===== config.mk =====
export PLATFORM = sky130hd
export DESIGN_NAME = pow2_bound_pipe
export DESIGN_NICKNAME = d
export VERILOG_FILES = /design/src/rtl/pow2_bound_pipe.sv
export SDC_FILE = /design/constraint.sdc
export NUM_CORES = 1
export LEC_CHECK = 0
export BUFFER_PORTS_ARGS = -buffer_cell sky130_fd_sc_hd__buf_4
export CORE_ASPECT_RATIO = 0.5
export CORE_MARGIN = 2
export CORE_UTILIZATION = 50
export DETAILED_ROUTE_END_ITERATION = 12
export GPL_TIMING_DRIVEN = 0
export PLACE_DENSITY = 0.67
export REMOVE_ABC_BUFFERS = 1
export SKIP_CTS_REPAIR_TIMING = 1
export SLEW_MARGIN = 20
export SYNTH_ARGS = -nofsm -noshare
export SYNTH_HDL_FRONTEND = slang
export SYNTH_SLANG_ARGS = --single-unit

===== constraint.sdc =====
create_clock -name clk -period 6.4 [get_ports clk]
set_input_delay 1.28 -clock clk [delete_from_list [all_inputs] [get_ports clk]]
set_output_delay 1.28 -clock clk [all_outputs]
set_load 0.01 [all_outputs]

===== src/rtl/pow2_bound_pipe.sv =====
// Power-of-two bounding unit (NEXT / CEIL / FLOOR) with exponent and flags.
// Latency: LVL+1 cycles, where LVL = clog2(WIDTH). Throughput is one result per cycle.
// Backpressure: one global advance (out_ready | ~out_valid) shifts or freezes every stage together.
//
// Ports:
//   clk, rst_n                     clock, asynchronous active-low reset
//   in_valid/in_ready              operand handshake; in_ready is combinational from out_ready
//   in_data, in_mode, in_tag       operand, mode (0 NEXT, 1 CEIL, 2 FLOOR, 3 = NEXT), sideband tag
//   out_valid/out_ready            result handshake
//   out_data, out_log2             one-hot result (or 0) and its bit index
//   out_ovf, out_zero, out_tag     overflow flag, zero-operand flag, returned tag
module pow2_bound_pipe #(
    parameter  int WIDTH = 32,
    parameter  int TAG_W = 4,
    localparam int LVL   = $clog2(WIDTH),
    localparam int EW    = $clog2(WIDTH) + 1
) (
    input  logic             clk,
    input  logic             rst_n,
    input  logic             in_valid,
    output logic             in_ready,
    input  logic [WIDTH-1:0] in_data,
    input  logic [1:0]       in_mode,
    input  logic [TAG_W-1:0] in_tag,
    output logic             out_valid,
    input  logic             out_ready,
    output logic [WIDTH-1:0] out_data,
    output logic [EW-1:0]    out_log2,
    output logic             out_ovf,
    output logic             out_zero,
    output logic [TAG_W-1:0] out_tag
);

    localparam logic [1:0] MODE_CEIL  = 2'd1;
    localparam logic [1:0] MODE_FLOOR = 2'd2;

    // Prefix stages: index k holds the result of doubling step k+1 (distance 2^k).
    logic [LVL-1:0]   vld_q;
    logic [WIDTH-1:0] mid_q  [LVL];
    logic [WIDTH-1:0] mid_d  [LVL];
    logic [WIDTH-1:0] raw_q  [LVL];
    logic [1:0]       mode_q [LVL];
    logic [TAG_W-1:0] tag_q  [LVL];

    // Output register stage.
    logic             out_valid_q;
    logic [WIDTH-1:0] out_data_q, out_data_d;
    logic [EW-1:0]    out_log2_q, out_log2_d;
    logic             out_ovf_q, out_ovf_d;
    logic             out_zero_q;
    logic [TAG_W-1:0] out_tag_q;

    logic adv;

    assign adv      = out_ready | ~out_valid_q;
    assign in_ready = adv;

    // Downward prefix OR: after step k, bit i is the OR of in[min(i+2^(k+1)-1, WIDTH-1):i].
    // The logical right shift fills with zeros, so bits above the MSB contribute nothing.
    always_comb begin
        mid_d[0] = in_data | (in_data >> 1);
        for (int k = 1; k < LVL; k++) begin
            mid_d[k] = mid_q[k-1] | (mid_q[k-1] >> (1 << k));
        end
    end

    always_ff @(posedge clk or negedge rst_n) begin
        if (!rst_n) begin
            vld_q <= '0;
            for (int k = 0; k < LVL; k++) begin
                mid_q[k]  <= '0;
                raw_q[k]  <= '0;
                mode_q[k] <= '0;
                tag_q[k]  <= '0;
            end
        end else if (adv) begin
            // Bubbles travel with in_valid = 0; their payload is never consumed.
            vld_q[0]  <= in_valid;
            raw_q[0]  <= in_data;
            mode_q[0] <= in_mode;
            tag_q[0]  <= in_tag;
            for (int k = 1; k < LVL; k++) begin
                vld_q[k]  <= vld_q[k-1];
                raw_q[k]  <= raw_q[k-1];
                mode_q[k] <= mode_q[k-1];
                tag_q[k]  <= tag_q[k-1];
            end
            for (int k = 0; k < LVL; k++) begin
                mid_q[k] <= mid_d[k];
            end
        end
    end

    // Final stage: isolate the MSB, test for an exact power of two, pick the mode's result.
    logic [WIDTH-1:0] raw_l, msb_oh;
    logic [EW-1:0]    m_enc;
    logic             is_zero, is_pow2, top_set;

    always_comb begin
        raw_l   = raw_q[LVL-1];
        msb_oh  = mid_q[LVL-1] & ~(mid_q[LVL-1] >> 1);
        is_zero = ~|raw_l;
        is_pow2 = ~|(raw_l & ~msb_oh);
        top_set = msb_oh[WIDTH-1];
        // msb_oh is one-hot (or zero), so OR-ing the indices of set bits is an exact encoder.
        m_enc = '0;
        for (int i = 0; i < WIDTH; i++) begin
            if (msb_oh[i]) begin
                m_enc = m_enc | EW'(i);
            end
        end
    end

    always_comb begin
        out_data_d = '0;
        out_log2_d = '0;
        out_ovf_d  = 1'b0;
        case (mode_q[LVL-1])
            MODE_FLOOR: begin
                // Zero operand gives msb_oh = 0 and m_enc = 0 naturally.
                out_data_d = msb_oh;
                out_log2_d = m_enc;
            end
            MODE_CEIL: begin
                if (is_zero) begin
                    out_data_d = WIDTH'(1);
                end else if (is_pow2) begin
                    out_data_d = msb_oh;
                    out_log2_d = m_enc;
                end else if (top_set) begin
                    out_ovf_d  = 1'b1;
                    out_log2_d = EW'(WIDTH);
                end else begin
                    out_data_d = msb_oh << 1;
                    out_log2_d = m_enc + EW'(1);
                end
            end
            default: begin
                // NEXT, and the reserved encoding 3.
                if (is_zero) begin
                    out_data_d = WIDTH'(1);
                end else if (top_set) begin
                    out_ovf_d  = 1'b1;
                    out_log2_d = EW'(WIDTH);
                end else begin
                    out_data_d = msb_oh << 1;
                    out_log2_d = m_enc + EW'(1);
                end
            end
        endcase
    end

    always_ff @(posedge clk or negedge rst_n) begin
        if (!rst_n) begin
            out_valid_q <= 1'b0;
            out_data_q  <= '0;
            out_log2_q  <= '0;
            out_ovf_q   <= 1'b0;
            out_zero_q  <= 1'b0;
            out_tag_q   <= '0;
        end else if (adv) begin
            out_valid_q <= vld_q[LVL-1];
            if (vld_q[LVL-1]) begin
                out_data_q <= out_data_d;
                out_log2_q <= out_log2_d;
                out_ovf_q  <= out_ovf_d;
                out_zero_q <= is_zero;
                out_tag_q  <= tag_q[LVL-1];
            end
        end
    end

    assign out_valid = out_valid_q;
    assign out_data  = out_data_q;
    assign out_log2  = out_log2_q;
    assign out_ovf   = out_ovf_q;
    assign out_zero  = out_zero_q;
    assign out_tag   = out_tag_q;

endmodule


==> reports/qor.yml <==
timing:
  drv_slew: 0
  worstMarginPinSlew_ns: 0.765
  setup_viol: 0
  timing.hold.ws_ns: 0.460
  fin_crit_sh_pct: 76.3
  fmaxAchievable_mhz: 205
  finClkSkew_ns: 0.0194
  hold_violations: 0
  relSlewSlack_pct: 49.0
  min_period_ns: 4.88
  rsz0062_at_grt: "false"
logic_synthesis:
  synth_most_common_cell: "nand2_1"
  synth_warnings: 0
  synthDistinctLibCells: 49
  async_reset_ff_share_pct: 100
  ys.flop_type: "dfrtp_1"
  yosysTopAreaCellShare_pct: 62.0
  synth_commonest_cells: "nand2_1, dfrtp_1, o21ai_0, clkbuf_1, nand2b_1"
  synth_area_leaders: "dfrtp_1, nand2_1, o21ai_0, o221ai_2, clkbuf_1"
  yosysTopAreaCell: "dfrtp_1"
  syn_area_um2: 15900
  syn_inst: 1767
  synth-edff-count: 0
  synth-seq-area-share_pct: 62.0
  ys_ff_latch: 395
  syn_area_per_cell_um2: 9.03
drt:
  viasPerCell: 5.15
  drtIter0Drc: 1064
  dr_wl_met2_um: 15000
  drc_errors: 0
  antenna_left: 0
  wl_per_cell_um: 15.7
  first_pass_iters: 5
  dr.max_layer_used: "met4"
  vias: 11800
  routedLengthMet1_um: 18400
  drt-total-wl_um: 35800
  met3_length_um: 1870
setup_path:
  cp_max_fo: 114
  timing.rr.start: "out_valid"
  cp-startpoint: "out_ready"
  cp.arrival_ns: 5.30
  required_ns: 6.81
  cp-end-kind: "flop"
  cp-start-kind: "input pin"
  path_class: "in -> reg"
power:
  ir_drop_mv: 0.187
  p_leak_nw: 8.98
  finalPower_w: 0.00913
  power-per-cell-area_nw_per_um2: 492
status:
  run_status: "completed"
grt:
  overflow: 0
  grt_start_max_net_pins: 115
  grt_use_total_pct: 21.7
  grt_pass1_wl_um: 57800
  grt_pass1_vias: 10700
  antenna_found_initial: 0
place:
  hpwl_um: 24500
  io_buffers: 87
  routabilityCongestion: 0.934
  place_area_um2: 17400
die:
  ioPinCount: 88
  die_area_um2: 33400
  start_util_pct: 50.6
  coreArea_um2: 31500
  die_w_um: 257
  dieHeight_um: 130
  rows: 46
cts:
  clock_latency_ns: 0.53
  clk_path_buf_depth: 3
  cts_tree: "built"
  path_clk_slew_ns: 0.06
  root_buffer: "clkbuf_16"
  cts_buffers: 37
  clock-sinks: 395
  cts_max_level: 2
cells_and_area:
  drive_above_1_share_pct: 11.1
  syn_to_final_growth_pct: 16.3
  fill_cells: 2864
  finalInstanceArea_um2: 18600
  antenna_cells: 0
  nets: 1869
flow_run:
  drv_cap: 0
worst_hold_path:
  hp-class: "reg -> reg"
  hold_start: "mid_q[64]"
==> layer usage <==
metal  vias to the layer above  global-route usage (%)
met1                      5671                    34.5
li1                       5804                       -
met2                       234                    30.7
met5                         -                       0
met3                        44                    4.02
met4                         0                    4.96
==> sequential cells by signal (all words and copies together) (netlist names) <==
| name | cells |
|---|---|
| mid_q | 156 |
| vld_q | 5 |
| out_valid | 1 |
| out_log2 | 6 |
| raw_l | 32 |
| out_tag | 4 |
| tag_q | 20 |
| mode_q | 10 |
| out_zero | 1 |
| out_data | 32 |
| out_ovf | 1 |
| raw_q | 127 |
==> worst paths after layout <==
| check | cells after the start | slack, ns | end |
|---|---|---|---|
| max | 14 | 1.52 | out_log2[4] |
| min | 2 | 0.46 | mid_q[64] |
| max reg2reg | 13 | 1.99 | out_data[10] |
| min reg2reg | 2 | 0.46 | mid_q[64] |
| max in group asynchronous | 3 | 4.48 | mode_q[8] |
| min in group asynchronous | 1 | 0.64 | raw_q[150] |
==> metrics by stage <==
step | instances | setup TNS, ns | util (%) | worst slack (ns)
6_report | 2282 | 0 | 58.8 | 1.52
5_1_grt | 2282 | 0 | 58.8 | 1.21
4_1_cts | 2282 | 0 | 58.8 | 1.54
3_5_place_dp | 2217 | 0 | 55.1 | 0.989
3_3_place_gp | 2194 | - | 53.2 | -37.02
2_1_floorplan | 1675 | -7171.07 | - | -20.25
==> critical path, cell delays in order <==
cell	delay [ns]
buf_4	0.12
nor2b_4	0.32
buf_16	0.22
buf_16	0.18
buf_16	0.18
buf_12	0.19
clkinv_4	0.38
buf_16	0.39
buf_16	0.26
nand2_2	0.39
buf_12	0.24
or3_2	0.49
o21ai_1	0.13
a221o_1	0.33
==> final cells by class <==
type	instances	area, µm²	share of cell area (%)
flip-flops and latches	395	9880	53.3
multi-input cells	1274	5690	30.7
repair buffers	110	1250	6.73
clock buffers	50	1010	5.47
well taps	432	541	2.91
clock inverters	15	144	0.776
inverters	6	27.5	0.148
==> cells in the final DEF, fill, tap and decap left out, drive strengths merged, types with 2 or more instances in the layout <==
master	synthesis	routed
nor2	10	10
a31oi	3	3
nand2b	33	33
a21oi	6	6
dfrtp	395	395
o21ai	139	139
o211ai	2	2
and3	2	2
ha	3	3
bufinv	0	2
clkbuf	81	50
nand2	976	976
nand4	11	11
nor4	9	9
buf	11	110
a22oi	11	11
nor3	4	4
and4	3	3
inv	5	8
clkinv	1	8
o22ai	2	2
o31ai	2	2
clkinvlp	0	3
o221ai	30	30
nand3	9	9
xor2	2	2
==> power breakdown <==
group          internal, W  leakage [nW]  total [W]  switching [W]
sequential         0.00353          4.63    0.00430       0.000768
combinational      0.00104          3.78    0.00268        0.00165
clock              0.00120         0.565    0.00215       0.000950
==> cells by family (layout without fill, tap and decap cells) <==
kind of cell	after synthesis	in the layout	synth area share, %
simple gates	1064	1064	26.3
fa+ha+maj	3	3	0.235
mux	1	1	0.0628
flops	395	395	62.0
xor+xnor	2	2	0.110
compound gates	204	204	8.80
buf+inv	98	181	2.48
(Power assumes the default switching activity.)
